===== src/rtl/qtc_conv_sched.sv =====
// Round-robin scheduler sharing one sign-magnitude to two's-complement converter
// among NREQ requesters; one result per grant, tagged with the requester index.
module qtc_conv_sched #(
  parameter int unsigned N    = 32,
  parameter int unsigned Q    = 15,
  parameter int unsigned NREQ = 4,
  parameter int unsigned IDW  = 2
) (
  input  logic                clk,
  input  logic                rst,
  input  logic [NREQ-1:0]     req_valid,
  input  logic [NREQ*N-1:0]   req_data,
  output logic [NREQ-1:0]     req_ready,
  output logic                out_valid,
  output logic [2*N-1:0]      out_data,
  output logic [IDW-1:0]      out_id,
  input  logic                out_ready,
  output logic                busy,
  output logic [15:0]         conv_count
);

  localparam int unsigned OW = 2 * N;

  // Q only documents the fixed-point format; the conversion is bit-exact.
  if (NREQ < 2 || IDW != $clog2(NREQ) || Q >= N) begin : g_param_check
    $error("qtc_conv_sched: illegal parameter combination");
  end

  typedef enum logic [1:0] {IDLE, CONV, DONE} state_t;

  state_t          state;
  logic [IDW-1:0]  rr_ptr;
  logic [N-1:0]    word_q;
  logic [IDW-1:0]  win_c;
  logic [IDW-1:0]  idx_c;
  logic            found_c;
  logic            grant_c;
  logic [OW-1:0]   mag_c;
  logic [OW-1:0]   conv_c;

  // Rotating priority search starting at rr_ptr.
  always_comb begin
    found_c = 1'b0;
    win_c   = '0;
    idx_c   = '0;
    for (int unsigned i = 0; i < NREQ; i++) begin
      idx_c = IDW'((32'(rr_ptr) + i) % NREQ);
      if (!found_c && req_valid[idx_c]) begin
        found_c = 1'b1;
        win_c   = idx_c;
      end
    end
  end

  assign grant_c   = (state == IDLE) && !rst && found_c;
  assign req_ready = grant_c ? (NREQ'(1) << win_c) : '0;

  // Negation over the full output width so negative zero folds back to zero.
  assign mag_c  = OW'(word_q[N-2:0]);
  assign conv_c = word_q[N-1] ? (~mag_c + OW'(1)) : mag_c;

  always_ff @(posedge clk) begin
    if (rst) begin
      state      <= IDLE;
      rr_ptr     <= '0;
      word_q     <= '0;
      out_valid  <= 1'b0;
      out_data   <= '0;
      out_id     <= '0;
      busy       <= 1'b0;
      conv_count <= '0;
    end else begin
      case (state)
        IDLE: begin
          if (grant_c) begin
            word_q <= req_data[win_c*N +: N];
            out_id <= win_c;
            rr_ptr <= (32'(win_c) == NREQ - 1) ? '0 : win_c + IDW'(1);
            busy   <= 1'b1;
            state  <= CONV;
          end
        end
        CONV: begin
          out_data  <= conv_c;
          out_valid <= 1'b1;
          state     <= DONE;
        end
        DONE: begin
          if (out_ready) begin
            out_valid  <= 1'b0;
            busy       <= 1'b0;
            conv_count <= conv_count + 16'd1;
            state      <= IDLE;
          end
        end
        default: begin
          state <= IDLE;
          busy  <= 1'b0;
        end
      endcase
    end
  end

endmodule

===== config.mk =====
export PLATFORM = sky130hd
export DESIGN_NAME = qtc_conv_sched
export DESIGN_NICKNAME = d
export VERILOG_FILES = /design/src/rtl/qtc_conv_sched.sv
export SDC_FILE = /design/constraint.sdc
export NUM_CORES = 1
export LEC_CHECK = 0
export ABC_AREA = 1
export CELL_PAD_IN_SITES_DETAIL_PLACEMENT = 1
export CELL_PAD_IN_SITES_GLOBAL_PLACEMENT = 1
export CORE_MARGIN = 2
export CORE_UTILIZATION = 28
export DETAILED_ROUTE_END_ITERATION = 12
export PLACE_DENSITY_LB_ADDON = 0.12
export SETUP_SLACK_MARGIN = 0.5
export SLEW_MARGIN = 10
export SYNTH_ARGS = -nofsm -noshare
export SYNTH_HDL_FRONTEND = slang
export SYNTH_SLANG_ARGS = --single-unit

===== constraint.sdc =====
create_clock -name clk -period 2.08 [get_ports clk]
set_clock_uncertainty 0.1 [all_clocks]
set_input_delay 0.416 -clock clk [delete_from_list [all_inputs] [get_ports clk]]
set_output_delay 0.416 -clock clk [all_outputs]
set_load 0.1 [all_outputs]

### Word level (Yosys, flattened, before mapping)

Index checks and enable logic that the tools add are counted.

* output and inout port bits: 88
* word-level logic and storage cells: 69
* flip-flop bits (word level): 120
* input port bits: 135

* $add $sub $neg: 6
* order comparisons: 4
* eq/ne operators: 5
* shift-type cells: 2
* muxes and demuxes: 26
* bitwise logic cells: 2
* reduce and logical (&&, ||, !) cells: 16

Operators by type and width (number)
* $shiftx 128x8->32: 1
* $add 64x1->64 const B: 1
* $mux 64: 1
* $not 31->64: 1
* $add 16x1->16 const B: 1
* $mux 2: 7
* $lt 2x3->1 const B: 4
* $mux 1: 10
* $bmux 1 s2: 4
* $reduce_and 2->1: 4
* $pmux 2 s3: 1
* $logic_and 1x1->1: 5
* $add 2x1->2 const B: 2
* $add 2x2->2 const B: 2
* $eq 2x2->1 const B: 2
* $logic_not 1->1: 4
* $mux 4: 1
* $ne 2x2->1 const B: 2
* $shl 1x2->4 const A: 1
* $pmux 1 s3: 1
* $reduce_and 3->1: 1
* $eq 2x1->1 const B: 1
* $logic_not 2->1: 1
* $pmux 1 s2: 1
* 2 further kinds: 2

### Logic depth before layout (Yosys ltp)

* depth in word-level cells: 15
* mapped depth: 18
* gate-level depth less buffers: 16

### Worst setup path before layout

Ideal clock, no wire load.

* path kind: register -> output
* start: reg rr_ptr[0]
* end: out req_ready[2]
* path buffers: 2
* data required time: 1564 ps
* stages on the path, launching flop included: 13
* data arrival time: 2718 ps
* path slack: -1154 ps
* path through: dfxtp_1 buf_4 nand2_1 nand3_1 nand2_1 nor2_2 nand3b_1 nor2_1 inv_1 nand2_2 buf_4 nand2_1 nor2_1

* cells in the longest elaborated chain, start to end: 14

Ends and longest elaborated chain
* start, declared: line 32 `logic [IDW-1:0] rr_ptr;`
* start signal, assigned: line 78 `rr_ptr <= (32'(win_c) == NREQ - 1) ? '0 : win_c + IDW'(1);`
* parallel branches: the longest is 13 deep, another holds $add 2x1->2
* $mux 4 *: line 56 `assign req_ready = grant_c ? (NREQ'(1) << win_c) : '0;`
* end, declared: line 13 `output logic [NREQ-1:0] req_ready,`

Mark *: on every way between the ends. The select of a mux whose other input is x is not followed.

### Final worst setup path

* start: reg rr_ptr[0]
* end: out req_ready[3]

The elaborated chain is that of the path after synthesis.

==> results.md <==
- Outcome: finished with violations
- Failing checks: setup timing
- All-Layer GR Usage: 0.225
- Die Wd: roughly 160 microns
- Final Max Slew Viols: 0
- Routability Congestion: between 0.7 and 0.8
- Number of top-level pins: ~220
- Routed WL: approximately 34000 microns
- Hold WS: roughly 0.37 ns
- Most frequent cells in the layout: nand2_1, clkdlybuf4s50_1, buf_4
- Gate power share: 0.704
- Worst Hold Depth: 2
- Fin nets: ~1600
- Seq pwr share: 0.154
- Initial DRC count: 338
- Endpoints failing setup: 40
- Ys Warns: 0
- CTS tree: yes
- Pwr per Cell Area: approximately 1600 nW/um^2
- GRT overflow: 0
- Clock share of power: 0.141
- Sequential share of the synthesized area: 0.358
- Fmax: 0.370 GHz
- Initial antenna violation count: 0
- Setup slack at placement: -0.738 ns
- IO Port Bufs: around 220
- Seq cells post-synth: ~120
- Final Cycle Share: 1.30
- Critical Path RT: between 1.5 and 2 ns
- Worst slew pin tran: between 0.7 and 0.8 ns
- Post-DP HPWL: approximately 18000 microns
- Vias in the first global route: ~8300
- Vias/cell: approximately 5
- Synth unique cells: 28
- Most common cell after layout, fill and taps aside: nand2_1
- CTS root buf: clkbuf_16
- Max FO, Critical Path: 8
- RSZ-0062 raised after global routing: yes
- Tmin final: 2.70 ns
- CP endpoint kind: primary output
- Area Growth Syn to Fin: 103%
- Post-Syn Area: approximately 6500 sq um
- Row count: between 50 and 60
- Worst slew margin: 0.510
- FF-to-FF path depth: 19
- Drt drc: 0
- Hold Fails Final Rpt: 0
- Largest net degree at the start of global routing: 65
- Final Util: 0.582
- First drt pass iteration count: 4
- Switching Power: ~11 mW
- Initial Utilization: 0.287
- Worst-Skew Late Latency: roughly 0.44 ns
- Layout cell share with drive strength beyond 1: 0.422
- Max-cap violations: 0
- Post-Synthesis Cells: around 1100
- Clk pin slew, worst setup/hold paths: ~0.060 ns
- Ant diodes: 0
- Fill cells: 2665
- Setup crit start kind: flop
- Die area: about 25000 sq um
- Core Area: approximately 23000 sq um
- Leakage power: ~6 nW
- First-pass GRT wire length: 43500 microns
- CTS Buf Count: 17
- Clk sinks: about 120
- Mean Syn Cell Area: slightly above 6 sq um
- Finished Cell Area: between 10000 and 15000 sq um
- CP arrival: approximately 2.2 ns
- HP Class: reg2reg
- Int Pwr: 10.6 mW
- Wire per inst: between 15 and 20 microns
- Routed vias: 8550
- Routed Antenna Nets: 0
- Syn nets: ~1200
- Max VDD drop: between 1 and 1.5 mV
- CTS H-tree lvls: 4
- Placed Area: slightly below 10000 sq um
- Die H: between 150 and 200 microns
- Crit path kind: reg2out
- Final WS setup: -0.622 ns
- Clock Path Buffers: 2
- Net Sw Frac: 0.509
stage by stage:
step | total power, mW | setup TNS [ns] | cells
after floorplan | 10.9 | -1.17 | 1079
after global placement | 13.8 | -25.22 | 1623
after detailed placement | 14.0 | -27.72 | 1623
after CTS | 19.3 | -13.98 | 1699
after global routing | 22.8 | -23.21 | 1743
final | 21.6 | -19.22 | 1743
metal layers:
| metal | up-vias | share of wire | global-route usage |
|---|---|---|---|
| li1 | 4097 | - | - |
| met1 | 4086 | 0.40 | 0.276 |
| met2 | 282 | 0.51 | 0.397 |
| met3 | 85 | 0.054 | 0.0460 |
| met4 | 0 | 0.041 | 0.0620 |
| met5 | - | 0 | 0 |
sequential cells by signal, summed over array words and instances, names as in the netlist:
register / count
rr_ptr: 2
busy: 1
out_data: 61
out_id: 2
conv_count: 16
state: 2
word_q: 32
out_valid: 1
critical path: stages (launching register included):
cell	delay, ns
dfxtp_4	0.37
buf_12	0.16
nand2_2	0.06
nand2_2	0.06
nand2_2	0.08
nand2_2	0.08
nor2_4	0.12
nand3b_1	0.13
nor2_4	0.16
inv_2	0.07
nand2_4	0.11
nand2_4	0.07
nor2_4	0.10
buf_12	0.18
cells by family (layout without fill, tap and decap cells):
kind of cell,after synthesis,after routing,synth area share
flops,117,117,0.358
fa+ha+maj,3,3,0.00575
buf+inv,139,489,0.0929
simple gates,676,677,0.420
xor+xnor,19,19,0.0255
compound gates,125,125,0.0979
cells in the mapped netlist:
| master | instances | share of area |
|---|---|---|
| clkinv_1 | 1 | 0.00057 |
| o211ai_1 | 2 | 0.0023 |
| buf_6 | 2 | 0.0034 |
| xnor2_1 | 5 | 0.0067 |
| o21a_1 | 2 | 0.0023 |
| o21ai_1 | 1 | 0.00077 |
| inv_1 | 72 | 0.041 |
| nand2_1 | 456 | 0.26 |
| nor2_2 | 2 | 0.0019 |
| nor4_1 | 2 | 0.0019 |
| dfxtp_1 | 117 | 0.36 |
| o221ai_1 | 1 | 0.0013 |
| nand3_1 | 102 | 0.078 |
| inv_2 | 4 | 0.0023 |
| a21oi_1 | 72 | 0.055 |
| buf_1 | 3 | 0.0017 |
| buf_4 | 12 | 0.014 |
| clkbuf_1 | 25 | 0.014 |
| nand3b_1 | 5 | 0.0057 |
| nand2_2 | 3 | 0.0029 |
| nor3_1 | 12 | 0.0092 |
| xor2_1 | 14 | 0.019 |
| o21ai_0 | 47 | 0.036 |
| nand4_1 | 7 | 0.0067 |
| nor2_1 | 85 | 0.049 |
| nor3b_1 | 2 | 0.0023 |
| buf_2 | 20 | 0.015 |
| ha_1 | 3 | 0.0057 |
cell type report:
type	count	area, sq um	share of cell area
repair buffers	380	4480	0.338
inverters	77	333	0.0251
multi-input cells	824	5050	0.380
well taps	313	392	0.0295
flip-flops and latches	117	2420	0.182
clock inverters	15	166	0.0125
clock buffers	17	425	0.0321
power groups by stage:
stage	sequential, mW	combinational (mW)	clock (mW)
after floorplan	5.04	5.84	0
after global placement	3.17	10.7	0
after detailed placement	3.19	10.8	0
after CTS	3.18	13.0	3.06
after global routing	3.37	16.3	3.21
final	3.33	15.2	3.05
timing repair:
item,in CTS,in global routing
pin swaps,83,68
gates cloned,11,10
hold buffers,0,0
setup buffers,33,34
resized for setup,221,261
endpoints found under the setup margin,169,171
final timing paths:
check	start	to	slack, ns
max	rr_ptr[0]$_SDFFE_PP0P_	req_ready[3]	-0.62
max reg2reg	rr_ptr[0]$_SDFFE_PP0P_	word_q[23]$_SDFFE_PP0P_	-0.55
min reg2reg	word_q[3]$_SDFFE_PP0P_	word_q[3]$_SDFFE_PP0P_	0.37
min	word_q[3]$_SDFFE_PP0P_	word_q[3]$_SDFFE_PP0P_	0.37
Power figures use the tool's default switching activity.
